[src/rtl/soc_system_pesos_reader.sv]
// rtl/soc_system_pesos_reader.sv - Avalon-MM burst-less read master streaming pesos RAM weights
module soc_system_pesos_reader #(
  parameter int ADDR_W     = 6,
  parameter int DATA_W     = 32,
  parameter int FIFO_DEPTH = 4
) (
  input  logic              clk,
  input  logic              reset_n,
  input  logic              start,
  input  logic [ADDR_W-1:0] base_addr,
  input  logic [ADDR_W:0]   count,
  output logic              busy,
  output logic              done,
  output logic [ADDR_W-1:0] avm_address,
  output logic              avm_chipselect,
  output logic              avm_read,
  output logic [3:0]        avm_byteenable,
  input  logic              avm_waitrequest,
  input  logic [DATA_W-1:0] avm_readdata,
  input  logic              avm_readdatavalid,
  output logic [DATA_W-1:0] st_data,
  output logic              st_valid,
  input  logic              st_ready,
  output logic              st_last
);

  localparam int PTR_W = $clog2(FIFO_DEPTH);
  localparam int CNT_W = PTR_W + 1;
  localparam logic [ADDR_W:0] JOB_ONE = (ADDR_W+1)'(1);
  localparam logic [CNT_W:0]  DEPTH_V = (CNT_W+1)'(FIFO_DEPTH);

  typedef enum logic [1:0] {
    S_IDLE,
    S_RUN,
    S_DRAIN,
    S_DONE
  } state_t;

  state_t state;
  state_t state_nxt;

  logic [ADDR_W:0]   remaining;
  logic [ADDR_W:0]   remaining_nxt;
  logic [ADDR_W:0]   job_count;
  logic [ADDR_W:0]   popped;
  logic [CNT_W-1:0]  inflight;
  logic [CNT_W-1:0]  inflight_nxt;
  logic [CNT_W-1:0]  used;
  logic [CNT_W-1:0]  used_nxt;
  logic [PTR_W-1:0]  wr_ptr;
  logic [PTR_W-1:0]  rd_ptr;
  logic [DATA_W-1:0] mem [FIFO_DEPTH];

  logic accept;
  logic push;
  logic pop;
  logic active;
  logic credit_ok;

  assign active = (state == S_RUN) || (state == S_DRAIN);
  assign accept = avm_read && !avm_waitrequest;
  // Data only counts when a read is actually outstanding; anything else is stale.
  assign push   = avm_readdatavalid && active && (inflight != '0);
  assign pop    = st_valid && st_ready;

  assign remaining_nxt = accept ? (remaining - JOB_ONE) : remaining;
  assign inflight_nxt  = inflight + {{PTR_W{1'b0}}, accept} - {{PTR_W{1'b0}}, push};
  assign used_nxt      = used + {{PTR_W{1'b0}}, push} - {{PTR_W{1'b0}}, pop};
  // Reads in flight plus buffered words may never exceed the FIFO, so data is never dropped.
  assign credit_ok     = ({1'b0, inflight_nxt} + {1'b0, used_nxt}) < DEPTH_V;

  assign busy           = active;
  assign done           = (state == S_DONE);
  assign avm_chipselect = avm_read;
  assign avm_byteenable = 4'hF;
  assign st_valid       = (used != '0);
  assign st_data        = st_valid ? mem[rd_ptr] : '0;
  assign st_last        = st_valid && (popped == (job_count - JOB_ONE));

  // State register.
  always_ff @(posedge clk or negedge reset_n) begin
    if (!reset_n) begin
      state <= S_IDLE;
    end else begin
      state <= state_nxt;
    end
  end

  // Job sequencing: issue until every read is accepted, then drain until the last word leaves.
  always_comb begin
    state_nxt = state;
    case (state)
      S_IDLE: begin
        if (start) begin
          state_nxt = (count == '0) ? S_DONE : S_RUN;
        end
      end
      S_RUN: begin
        if (accept && (remaining_nxt == '0)) begin
          state_nxt = S_DRAIN;
        end
      end
      S_DRAIN: begin
        if (pop && st_last) begin
          state_nxt = S_DONE;
        end
      end
      default: state_nxt = S_IDLE;
    endcase
  end

  // Registered Avalon request: load on start, advance on accept, hold while stalled.
  always_ff @(posedge clk or negedge reset_n) begin
    if (!reset_n) begin
      avm_read    <= 1'b0;
      avm_address <= '0;
      remaining   <= '0;
      job_count   <= '0;
    end else begin
      case (state)
        S_IDLE: begin
          avm_read <= 1'b0;
          if (start) begin
            job_count   <= count;
            remaining   <= count;
            avm_address <= base_addr;
            avm_read    <= (count != '0);
          end
        end
        S_RUN: begin
          remaining <= remaining_nxt;
          if (accept) begin
            avm_address <= avm_address + ADDR_W'(1);
          end
          if (!(avm_read && avm_waitrequest)) begin
            avm_read <= (remaining_nxt != '0) && credit_ok;
          end
        end
        default: avm_read <= 1'b0;
      endcase
    end
  end

  // Credit and FIFO bookkeeping, cleared whenever no job is running.
  always_ff @(posedge clk or negedge reset_n) begin
    if (!reset_n) begin
      inflight <= '0;
      used     <= '0;
      wr_ptr   <= '0;
      rd_ptr   <= '0;
      popped   <= '0;
    end else if (state == S_IDLE) begin
      inflight <= '0;
      used     <= '0;
      wr_ptr   <= '0;
      rd_ptr   <= '0;
      popped   <= '0;
    end else begin
      inflight <= inflight_nxt;
      used     <= used_nxt;
      if (push) begin
        wr_ptr <= wr_ptr + PTR_W'(1);
      end
      if (pop) begin
        rd_ptr <= rd_ptr + PTR_W'(1);
        popped <= popped + JOB_ONE;
      end
    end
  end

  // FIFO storage; contents are only observable through st_data while st_valid is high.
  always_ff @(posedge clk) begin
    if (push) begin
      mem[wr_ptr] <= avm_readdata;
    end
  end

endmodule
[config.mk]
export PLATFORM = sky130hd
export DESIGN_NAME = soc_system_pesos_reader
export DESIGN_NICKNAME = d
export VERILOG_FILES = /design/src/rtl/soc_system_pesos_reader.sv
export SDC_FILE = /design/constraint.sdc
export NUM_CORES = 1
export LEC_CHECK = 0
export CAP_MARGIN = 30
export CELL_PAD_IN_SITES_DETAIL_PLACEMENT = 1
export CELL_PAD_IN_SITES_GLOBAL_PLACEMENT = 1
export CORE_ASPECT_RATIO = 2
export CORE_MARGIN = 5
export CORE_UTILIZATION = 41
export CTS_BUF_LIST = sky130_fd_sc_hd__clkbuf_8 sky130_fd_sc_hd__clkbuf_16
export CTS_CLUSTER_DIAMETER = 100
export DETAILED_ROUTE_END_ITERATION = 8
export GPL_ROUTABILITY_DRIVEN = 0
export HOLD_SLACK_MARGIN = 0.02
export MAX_ROUTING_LAYER = met4
export PLACE_DENSITY_LB_ADDON = 0.1
export SETUP_SLACK_MARGIN = 0.4
export SLEW_MARGIN = 25
export SYNTH_ARGS = -nofsm -noshare
export SYNTH_HDL_FRONTEND = slang
export SYNTH_SLANG_ARGS = --single-unit
[constraint.sdc]
create_clock -name clk -period 2.8 [get_ports clk]
set_input_delay 0.56 -clock clk [delete_from_list [all_inputs] [get_ports clk]]
set_output_delay 0.56 -clock clk [all_outputs]
set_load 0.01 [all_outputs]
# After elaboration in Yosys (flattened, before gate mapping)
# Memory sizes are Yosys's and may differ from the RTL's.
# Index checks and enable logic that the tools add are counted.
# op_classes
addsub	11
order_cmp	1
eq_ne	9
muxes	25
reduce_logical	25
# op_table
op	n
32-bit 2-to-1 mux	1
7-bit 2-to-1 mux	4
2-bit 2-to-1 mux	8
7-bit logical NOT	2
7-bit one-hot mux with 2 select lines	1
7-bit nonzero test	2
7-bit by 1-bit subtractor with 7-bit output, second input constant	2
6-bit 2-to-1 mux	2
6-bit one-hot mux with 2 select lines	1
1-bit logical AND	9
7-bit by 1-bit adder with 7-bit output, second input constant	1
7-bit equality test	1
3-bit by 1-bit adder with 3-bit output	2
6-bit by 1-bit adder with 6-bit output, second input constant	1
3-bit 2-to-1 mux	2
2-bit != test, second input constant	3
2-bit one-hot mux with 3 select lines	1
3-bit AND reduction	2
2-bit nonzero test	3
3-bit nonzero test	2
3-bit by 1-bit subtractor with 3-bit output	2
2-bit by 1-bit adder with 2-bit output, second input constant	2
3-bit by 3-bit adder with 4-bit output	1
2-bit equality test, second input constant	2
other kinds (9)	14
# totals
reg_bits	40
ram_bits	128
output_inout_bits	48
elab_cells	82
mem_count	1
# memory_table
memory	words	width	rd	rd_clocked_by_memory_dff	write_ports	line	source
mem	4	32	1	0	1	52	logic [DATA_W-1:0] mem [FIFO_DEPTH];

# Depth between registers and ports, before layout
# depth
ltp_word	11
ltp_mapped	13
ltp_nobuf	13

# Worst setup path before layout
# No wires, ideal clock.
# synth_timing
path_type	register to register
start	register state[1]
end	register avm_read, in the netlist avm_chipselect
arrival_time_ns	2.885
t_required_ns	2.733
setup_slack_ns	-0.153
stages_incl_launch_ff	13
path_buffers	0
synth_period_minus_slack_ns	2.953
cell_sequence	dfrtp_1 inv_1 ha_1 o311ai_0 xnor2_1 ha_1 fa_1 xnor2_1 ha_1 nor4b_1 nand2_1 a21oi_1 a311o_1
# synth_between
elab_chain_len	11
word_cells_on_any_way	15
# synth_lines
element	line	source
start: declaration	39	state_t state;
start signal: assignment	85	state <= state_nxt;
2-bit by 1-bit equality test with 1-bit output or 2-bit equality test (tied branches)	60	assign active = (state == S_RUN) || (state == S_DRAIN);
1-bit logical OR *	60	
named net busy	12	output logic busy,
1-bit logical AND * (2 in series)	63	assign push = avm_readdatavalid && active && (inflight != '0);
3-bit by 1-bit adder with 3-bit output	68	assign used_nxt = used + {{PTR_W{1'b0}}, push} - {{PTR_W{1'b0}}, pop};
3-bit by 1-bit subtractor with 3-bit output	68	
3-bit by 3-bit adder with 4-bit output *	70	assign credit_ok = ({1'b0, inflight_nxt} + {1'b0, used_nxt}) < DEPTH_V;
4-bit by 3-bit less-than comparator with 1-bit output *	70	
1-bit logical AND *	136	avm_read <= (remaining_nxt != '0) && credit_ok;
1-bit 2-to-1 mux *	135	if (!(avm_read && avm_waitrequest)) begin
1-bit one-hot mux with 2 select lines *	120	case (state)
end signal: assignment	127	avm_read <= (count != '0);
end signal: assignment	136	
end: declaration	16	output logic avm_read,
# Mark *: on every way through the listed nets, which the timed path passes. The rest lies on a longest branch. The select of a mux whose other input is x is not followed.
# A chain may end at the register's enable or synchronous reset.

# Final worst setup path
# layout_timing
start	register job_count[4]
end	output port st_last
# layout_between
elab_chain_len	3
# layout_lines
element	line	source
start: declaration	44	logic [ADDR_W:0] job_count;
start signal: assignment	124	job_count <= count;
7-bit by 1-bit subtractor with 7-bit output	78	assign st_last = st_valid && (popped == (job_count - JOB_ONE));
7-bit equality test	78	
1-bit logical AND	78	
end: declaration	24	output logic st_last
# No other way between the ends.

==> impl_metrics.csv <==
group,metric,value,unit
placed_design,hpwl,12.1,mm
floorplan,num_rows,69,
synthesis,yosys.area.top_type,"edfxtp_1",
routing,totalWireLength,18.3,mm
global_route,grt_pass1_vias,5458,
power,leakage,3.77,nW
cells_and_area,nets,726,
setup_path,worst-path-buf-inv,2,
clock_tree,cts_tree,"yes",
timing,rsz0062_at_grt,"true",
synthesis,synth_area_leaders,"edfxtp_1, dfrtp_1, mux4_2, and2_1, ha_1",
power,swShare,32.9,%
synthesis,synth_cell_types,52,
floorplan,core_area,0.0179,mm^2
routing,drtAntennaViolNets,0,
synthesis,synth_top_area_share,51.6,%
setup_path,path_class,"reg2out",
timing,fin_crit_sh,101,%
placed_design,pre_cts_ws,-0.290,ns
power,power_frac_clock,20.1,%
placed_design,port_buffers,94,
global_route,grt_pass1_wl,29.3,mm
routing,first_iter_violations,198,
routing,wl_per_cell,20.8,um
setup_path,crit_path_start_kind,"register",
timing,drv_slew,0,
clock_tree,ctsHtreeMaxLevel,4,
floorplan,die_y,201,um
clock_tree,cts_buffers,17,
setup_path,worstSetupPathDepth,7,
setup_path,cpPeakStageDelay,0.43,ns
timing,clock_skew,0.0115,ns
run_status,status,"finished, violations left",
synthesis,ys_seq_area_share,65.0,%
cells_and_area,areaGrowthSynthToFinish,35.5,%
synthesis,synth-edff-count,128,
clock_tree,clock_latency,0.43,ns
setup_path,crit_fanout,2,
power,combPwrFrac,49.5,%
synthesis,synth_warnings,0,
timing,tightest_slew,0.745,ns
power,p_switching,0.00381,W
routing,drtPass1Iterations,4,
timing,min_period,2.84,ns
setup_path,path_cells,"or3_4 -> or4_4 -> a21oi_2 -> o311ai_2 -> buf_4 -> nor2_4 -> buf_6",
global_route,grt_overflow,0,
timing,relSlewSlack,50.0,%
clock_tree,clkSinkCount,168,
routing,vias,4762,
timing,hold_viol,0,
floorplan,die_x,105,um
run_status,violations,"setup timing",
synthesis,syn_avg_cell_area,14.8,um^2
clock_tree,clk_pin_slew,0.06,ns
routing,viasPerCell,5.39,
run,drv_cap,0,
synthesis,async_flop_share,23.8,%
power,p_int,0.00778,W
power,vdd_drop_max,0.538,mV
floorplan,ios,99,
floorplan,die_area,0.0211,mm^2
routing,drc,0,
global_route,grt_max_degree,34,
timing,finalSetupViolations,1,
synthesis,syn_inst,505,
clock_tree,clockBufferDepth,2,
setup_path,r2r_cells,12,
synthesis,syn_area,0.00746,mm^2
global_route,grtUsageTotal,18.6,%
timing,whs,0.543,ns
timing,timing.final.ws_setup,-0.0395,ns
worst_hold_path,hp-class,"in2async",
setup_path,arrival,2.28,ns
synthesis,synth-seq-cells,168,
setup_path,endpoint_kind,"output port",
timing,clock.fmax,352,MHz
floorplan,start_util,41.7,%
clock_tree,cts-root-buf,"clkbuf_16",
setup_path,slowest_stage,"or4_4",
setup_path,crit_family,"simple AND/OR/NAND/NOR gates",
placed_design,dp_cells,817,
power,p_per_area,1150,mW/mm^2
power,p_seq_share,30.4,%
cells_and_area,fin_cells,883,
cells_and_area,layout-drive-gt1-share,33.5,%
synthesis,ys.flop_type,"edfxtp_1",
global_route,antenna_found_initial,1,
setup_path,required,2.24,ns
-- layout make-up --
cell class | count | area [um^2]
clock inverters | 15 | 163
inverters | 17 | 63.8
repair buffers | 158 | 1690
clock buffers | 17 | 425
flip-flops and latches | 168 | 4850
fillers | 1720 | 7770
diodes | 1 | 2.50
multi-input cells | 294 | 2640
well taps | 213 | 267
-- worst reg2reg max path: cells and delay by family, from the launching register on --
kind,cells,cell delay (ns)
flops,1,0.37
xor+xnor,2,0.32
fa+ha+maj,4,1.16
buf+inv,1,0.07
simple gates,2,0.36
compound gates,3,0.36
-- flip-flops by register name (all words and copies together) (netlist names) --
signal	count
job_count	7
used	3
avm_address	6
rd_ptr	2
remaining	7
inflight	3
wr_ptr	2
avm_chipselect	1
state	2
mem	128
popped	7
-- metrics by stage --
step | cell area (um^2) | setup TNS (ns) | util (%) | power (W)
after detailed placement | 8900 | -0.370 | 49.8 | 0.00832
final | 10100 | -0.0395 | 56.5 | 0.0116
after global placement | 8900 | -0.274 | 49.8 | 0.00811
after floorplan | 7510 | 0 | - | 0.00622
after CTS | 9850 | -0.0422 | 55.1 | 0.0112
after global routing | 10100 | -0.137 | 56.5 | 0.0123
-- power by group through the flow --
stage	Sequential, W	Clock (W)	Combinational, W
2_1_floorplan	0.00351	0	0.00271
3_3_place_gp	0.00352	0	0.00459
3_5_place_dp	0.00356	0	0.00475
4_1_cts	0.00352	0.00238	0.00531
5_1_grt	0.00358	0.00249	0.00621
6_report	0.00352	0.00233	0.00574
-- cells in the final DEF (no fill, tap or decap), drive strengths merged, types with 4 or more instances in the layout --
master	n
edfxtp	128
clkdlybuf4s50	59
xnor2	12
xor2	8
buf	96
clkbuf	18
ha	17
mux4	32
and2	40
conb	4
nor2b	6
mux2i	5
o21ai	17
or3	6
nand3	11
nand2	35
dfrtp	40
nor2	20
a21oi	19
o22ai	9
nor3	6
inv	19
a31oi	7
clkinv	8
-- final timing paths --
| path | end | slack [ns] | from |
|---|---|---|---|
| worst max-delay path | st_last | -0.04 | job_count[4] |
| worst min-delay path | avm_address[1] | 0.54 | reset_n |
| worst max register to register | avm_chipselect | 0.11 | state[0] |
| worst min register to register | job_count[6] | 0.59 | job_count[6] |
| max in group asynchronous | popped[6] | 1.55 | reset_n |
| min in group clk | job_count[6] | 0.59 | job_count[6] |
-- logic make-up after synthesis --
kind of cell	Yosys count	synth area share, %
other	1	0.0503
flip-flops	168	65.0
adder cells (fa/ha/maj)	19	3.39
AO/OA/AOI/OAI	69	5.71
XOR/XNOR	20	2.35
multiplexers	40	10.8
AND/OR/NAND/NOR	142	10.1
buffers and inverters	46	2.60
-- per-layer routing --
metal,track usage (%),wire length [um]
met1,18.1,6560
met5,-,0
met4,6.43,417
met3,4.02,542
met2,35.4,10800
-- cells in the mapped netlist, drive strengths merged (7+ instances only) --
cell,n
dfrtp,40
xnor2,12
inv,17
clkbuf,20
o22ai,9
mux4,32
nand2,35
and2,40
a31oi,7
nor2,20
xor2,8
nand3,11
o21ai,17
edfxtp,128
buf,9
ha,17
a21oi,19
-- repair_timing --
action                                  CTS  global route
pin swaps                                 5            12
gates cloned                              2             1
setup buffers                            21             8
hold buffers                              1             0
hold endpoints to repair                 12             0
endpoints found under the setup margin   35            36
resized for setup                       198            43
Note: power is estimated with default switching activity, not from simulation.
